File: config.mk
export PLATFORM = sky130hd
export DESIGN_NAME = div_subshift
export DESIGN_NICKNAME = d
export VERILOG_FILES = /design/src/rtl/div_subshift.sv
export SDC_FILE = /design/constraint.sdc
export NUM_CORES = 1
export LEC_CHECK = 0
export ABC_AREA = 1
export BUFFER_PORTS_ARGS = -buffer_cell sky130_fd_sc_hd__buf_2
export CORE_ASPECT_RATIO = 1.25
export CORE_MARGIN = 1
export CORE_UTILIZATION = 40
export DETAILED_ROUTE_END_ITERATION = 16
export MAX_ROUTING_LAYER = met4
export PLACE_DENSITY = 0.58
export SYNTH_ARGS = -nofsm -noshare
export SYNTH_HDL_FRONTEND = slang
export SYNTH_SLANG_ARGS = --single-unit
export TNS_END_PERCENT = 50
File: constraint.sdc
create_clock -name clk -period 5.85 [get_ports clk]
set_input_delay 1.17 -clock clk [delete_from_list [all_inputs] [get_ports clk]]
set_output_delay 1.17 -clock clk [all_outputs]
set_load 0.005 [all_outputs]
File: src/rtl/div_subshift.sv
// div_subshift: sequential restoring shift-subtract divider.
// Produces one quotient bit per clock, signed (truncating) or unsigned.
// The control style matches the add-shift multiplier: hold en high to run,
// then done rises and the result is held while en stays high.
// Divide by zero gives quotient = all ones and remainder = dividend.
// Signed overflow (most negative / -1) gives quotient = most negative and
// remainder = 0 with no special-case logic.
module div_subshift #(
    parameter int DATA_W = 32
) (
    input  logic              clk,
    input  logic              rst,
    input  logic              en,
    input  logic              sign,
    input  logic [DATA_W-1:0] op_a,
    input  logic [DATA_W-1:0] op_b,
    output logic              done,
    output logic [DATA_W-1:0] quotient,
    output logic [DATA_W-1:0] remainder,
    output logic              div_by_zero
);

    localparam int              PC_W    = $clog2(DATA_W + 2);
    localparam logic [PC_W-1:0] PC_LAST = PC_W'(DATA_W + 1);

    logic [PC_W-1:0]   pc;
    logic [DATA_W-1:0] q_reg;     // dividend magnitude, becomes quotient magnitude
    logic [DATA_W-1:0] div_reg;   // divisor magnitude
    logic [DATA_W-1:0] rem_reg;   // partial remainder, always < divisor (or = dividend bits when divisor is 0)
    logic              neg_q;
    logic              neg_r;
    logic              zero_r;

    // Operand magnitudes for the start cycle. In signed mode, the most
    // negative value negates to itself, which reads correctly as an unsigned
    // magnitude.
    logic              a_neg;
    logic              b_neg;
    logic [DATA_W-1:0] a_mag;
    logic [DATA_W-1:0] b_mag;

    assign a_neg = sign & op_a[DATA_W-1];
    assign b_neg = sign & op_b[DATA_W-1];
    assign a_mag = a_neg ? -op_a : op_a;
    assign b_mag = b_neg ? -op_b : op_b;

    // One restoring step. The shifted remainder is DATA_W+1 bits wide.
    // When the subtraction fits, the true difference is below the divisor,
    // so it can be computed modulo 2^DATA_W.
    logic [DATA_W:0]   shifted;
    logic              fits;
    logic [DATA_W-1:0] rem_sub;

    assign shifted = {rem_reg, q_reg[DATA_W-1]};
    assign fits    = (shifted >= {1'b0, div_reg});
    assign rem_sub = shifted[DATA_W-1:0] - div_reg;

    // Sign fix-up for the final cycle. A zero divisor leaves the quotient as
    // all ones, regardless of operand signs.
    logic [DATA_W-1:0] q_fixed;
    logic [DATA_W-1:0] r_fixed;

    assign q_fixed = (neg_q && !zero_r) ? -q_reg : q_reg;
    assign r_fixed = neg_r ? -rem_reg : rem_reg;

    // Sequencer: latch operands at pc=0, run DATA_W restoring steps, then fix signs and hold.
    // NOTE: every register is written with <= so all of them update from pre-edge values.
    always_ff @(posedge clk or posedge rst) begin
        if (rst) begin
            pc          <= '0;
            q_reg       <= '0;
            div_reg     <= '0;
            rem_reg     <= '0;
            neg_q       <= 1'b0;
            neg_r       <= 1'b0;
            zero_r      <= 1'b0;
            done        <= 1'b0;
            div_by_zero <= 1'b0;
            quotient    <= '0;
            remainder   <= '0;
        end else if (!en) begin
            pc          <= '0;
            done        <= 1'b0;
            div_by_zero <= 1'b0;
            quotient    <= '0;
            remainder   <= '0;
        end else if (pc == '0) begin
            q_reg   <= a_mag;
            div_reg <= b_mag;
            rem_reg <= '0;
            neg_q   <= a_neg ^ b_neg;
            neg_r   <= a_neg;
            zero_r  <= (op_b == '0);
            pc      <= pc + PC_W'(1);
        end else if (pc != PC_LAST) begin
            rem_reg <= fits ? rem_sub : shifted[DATA_W-1:0];
            q_reg   <= {q_reg[DATA_W-2:0], fits};
            pc      <= pc + PC_W'(1);
        end else begin
            quotient    <= q_fixed;
            remainder   <= r_fixed;
            done        <= 1'b1;
            div_by_zero <= zero_r;
        end
    end

endmodule

==> impl_metrics.csv <==
group,metric,value,unit
worst_hold_path,hold_class,"flop to flop",
floorplanning,core,32100,um2
worst_setup_path,crit_top_cell,"nand2_1",
synthesis,ys_async_sr_fraction,1.00,
pwr,power_frac_clock,0.185,
worst_setup_path,crit_type,"flop to flop",
global_routing,grt-ovfl-total,0,
synthesis,netlist_instances,2066,
worst_setup_path,crit_start,"rem_reg[20]",
layout,multiInputGateArea,7390,um2
cts,clock-sinks,171,
worst_setup_path,rr_endpoint,"rem_reg[28]",
cts,clk_pin_slew_worst_paths,0.07,ns
run,maxCapViolCount,0,
placement,portBuffers,133,
cts,cts_tree,"yes",
drt,dr.pass1.iters,5,
worst_setup_path,rrSetupSlack,2.78,ns
global_routing,track_usage,0.277,
run_status,status,"finished, final reports clean",
layout,final_core_util,0.459,
global_routing,antenna_found_initial,0,
cts,clock_path_buffers,2,
layout,fillCellCount,3357,
worst_setup_path,crit_family,"simple AND/OR/NAND/NOR gates",
floorplanning,initial_core_util,0.409,
worst_setup_path,endpoint,"rem_reg[28]",
worst_setup_path,r2r_cells,10,
synthesis,synth_cell_types,45,
synthesis,ys_seq_area_frac,0.327,
timing,tightest_slew,0.991,ns
timing,rsz0062_at_grt,"false",
timing,tns,0,ns
floorplanning,rows,73,
drt,drc,0,
synthesis,synth_warnings,0,
cts,cts_hold_buf,0,
pwr,leakagePower,0.00781,uW
drt,ant_nets,0,
cts,cts_resized,0,
synthesis,synth_edf_count,0,
worst_setup_path,cp_slowest_stage_delay,0.48,ns
worst_setup_path,critPathRequiredTime,6.19,ns
pwr,p_int,3270,uW
global_routing,grt_pass1_vias,12600,
synthesis,synth.avg_cell_area,6.34,um2
worst_setup_path,cp_max_fo,34,
worst_setup_path,end_kind,"flop",
worst_setup_path,path_depth,10,
timing,final_max_slew_viol_count,0,
cts,clkLatencyLatePin,0.45,ns
timing,fin_hold_ws,0.473,ns
floorplanning,die_h,204,um
timing,post-route-period-util,0.525,
cts,cts_buffers,17,
pwr,ir_worst_vdd,0.239,mV
timing,min_period,3.07,ns
floorplanning,ios,134,
layout,drive_gt1_frac,0.0999,
synthesis,yosys.area.top_type,"dfrtp_1",
pwr,seqPwrFrac,0.256,
drt,vias,13500,
timing,setup_viol,0,
worst_setup_path,regToRegStartpoint,"rem_reg[20]",
timing,skew,0.0120,ns
synthesis,netlist_area,13100,um2
worst_setup_path,worst-path-buf-inv,0,
placement,place.gp.congestion,0.959,
synthesis,synth_top_area_frac,0.327,
global_routing,grt_max_degree,98,
synthesis,yosys_most_used_dff,"dfrtp_1",
synthesis,synth_most_common_cell,"nand2_1",
synthesis,yosys-top-cells-area,"dfrtp_1, nand2_1, inv_1",
synthesis,synth_seq_cells,171,
timing,max_slew_margin,0.339,
synthesis,synth.top_cells.by_count,"nand2_1, inv_1, nand3_1, dfrtp_1, nor2_1",
pwr,power.share.combinational,0.559,
worst_setup_path,startpoint_type,"flop",
layout,regArea,4280,um2
cts,postCtsSetupBuffers,0,
worst_setup_path,cp_cell_sequence,"ha_1, nand2_1, nor2_1, nand2_1, nor4_2, nand2_2, nand2_4, nand3_1, nand2_1, nand2_1",
worst_setup_path,cp.arrival,3.41,ns
pwr,switchingPower,3270,uW
cts,root_buffer,"clkbuf_16",
floorplanning,dieArea,33500,um2
drt,vias_per_cell,5.21,
timing,hold_violations,0,
placement,dp_hpwl,34800,um
layout,area_growth,12.4,%
drt,drt_iter0_drc,1021,
layout,insertedDiodeCount,0,
pwr,p_sw_frac,0.500,
cts,htreeDepth,4,
pwr,power_density,444,nW/um2
timing,fmax,0.325,GHz
global_routing,grt_pass1_wl,68600,um
worst_setup_path,slowest_stage,"dfrtp_1",
drt,wl_per_cell,17.0,um
floorplanning,fp.dieW,164,um
drt,routed_wl,44200,um
layout,nets,2278,
synthesis,syn_nets,2174,
[metrics by stage]
step,power [uW],area [um2],std cells,worst slack (ns)
2_1_floorplan,4330,13100,2066,0.0482
5_1_grt,7120,14700,2595,2.56
3_5_place_dp,5320,14100,2563,2.74
3_3_place_gp,5300,14100,2563,2.79
6_report,6540,14700,2595,2.78
4_1_cts,6550,14700,2595,2.80
[area by class of cell]
cell class                      instances  area share
Clock buffer                           20      0.0310
Clock inverter                         12      0.0110
Sequential cell                       171       0.290
Multi-Input combinational cell       1529       0.502
Timing Repair Buffer                  148      0.0528
Inverter                              303      0.0776
Tap cell                              412      0.0350
[cells in the final DEF, fill, tap and decap left out, drive strengths merged, types with 15 or more instances in the layout]
cell and n:
nand2 656, dfrtp 171, clkbuf 20, xnor2 15, buf 148, ha 39
a21oi 98, nand4 21, xor2 29, nand3 220, inv 301, o21ai 179
nor3 31, nor2 176
[how the worst min path moves through the flow]
stage / start / slack (ns) / end / cells past startpoint
after global placement: done / 0.45 / done / 2
after detailed placement: quotient[11] / 0.46 / quotient[11] / 2
after CTS: quotient[11] / 0.48 / quotient[11] / 2
after floorplan: div_reg[31] / 0.45 / div_reg[31] / 2
final: done / 0.47 / done / 2
after global routing: quotient[11] / 0.49 / quotient[11] / 2
[power groups by stage]
stage	clock network [uW]	logic (uW)	registers, uW
finish	1210	3650	1670
global route	1290	4130	1700
CTS	1240	3650	1670
detailed placement	0	3630	1690
global placement	0	3610	1690
floorplan	0	2770	1570
[logic make-up after synthesis]
kind of cell	after synthesis	synth area share
simple gates	1126	0.365
buf+inv	366	0.110
compound gates	319	0.131
flops	171	0.327
xor+xnor	44	0.0294
fa+ha+maj	40	0.0388
[tightest hold or removal path, stage by stage, from the launching register on]
cell and delay [ns]:
dfrtp_1 0.34, nand2_1 0.05, nand2_1 0.04
[layer usage]
metal,GRT usage,routed length [um],vias to the layer above
met5,-,0,-
met4,0.110,1660,0
met3,0.0335,1490,59
met2,0.482,22400,323
met1,0.322,18600,6317
li1,-,-,6823
No activity file was read; power rests on OpenSTA's default activity.
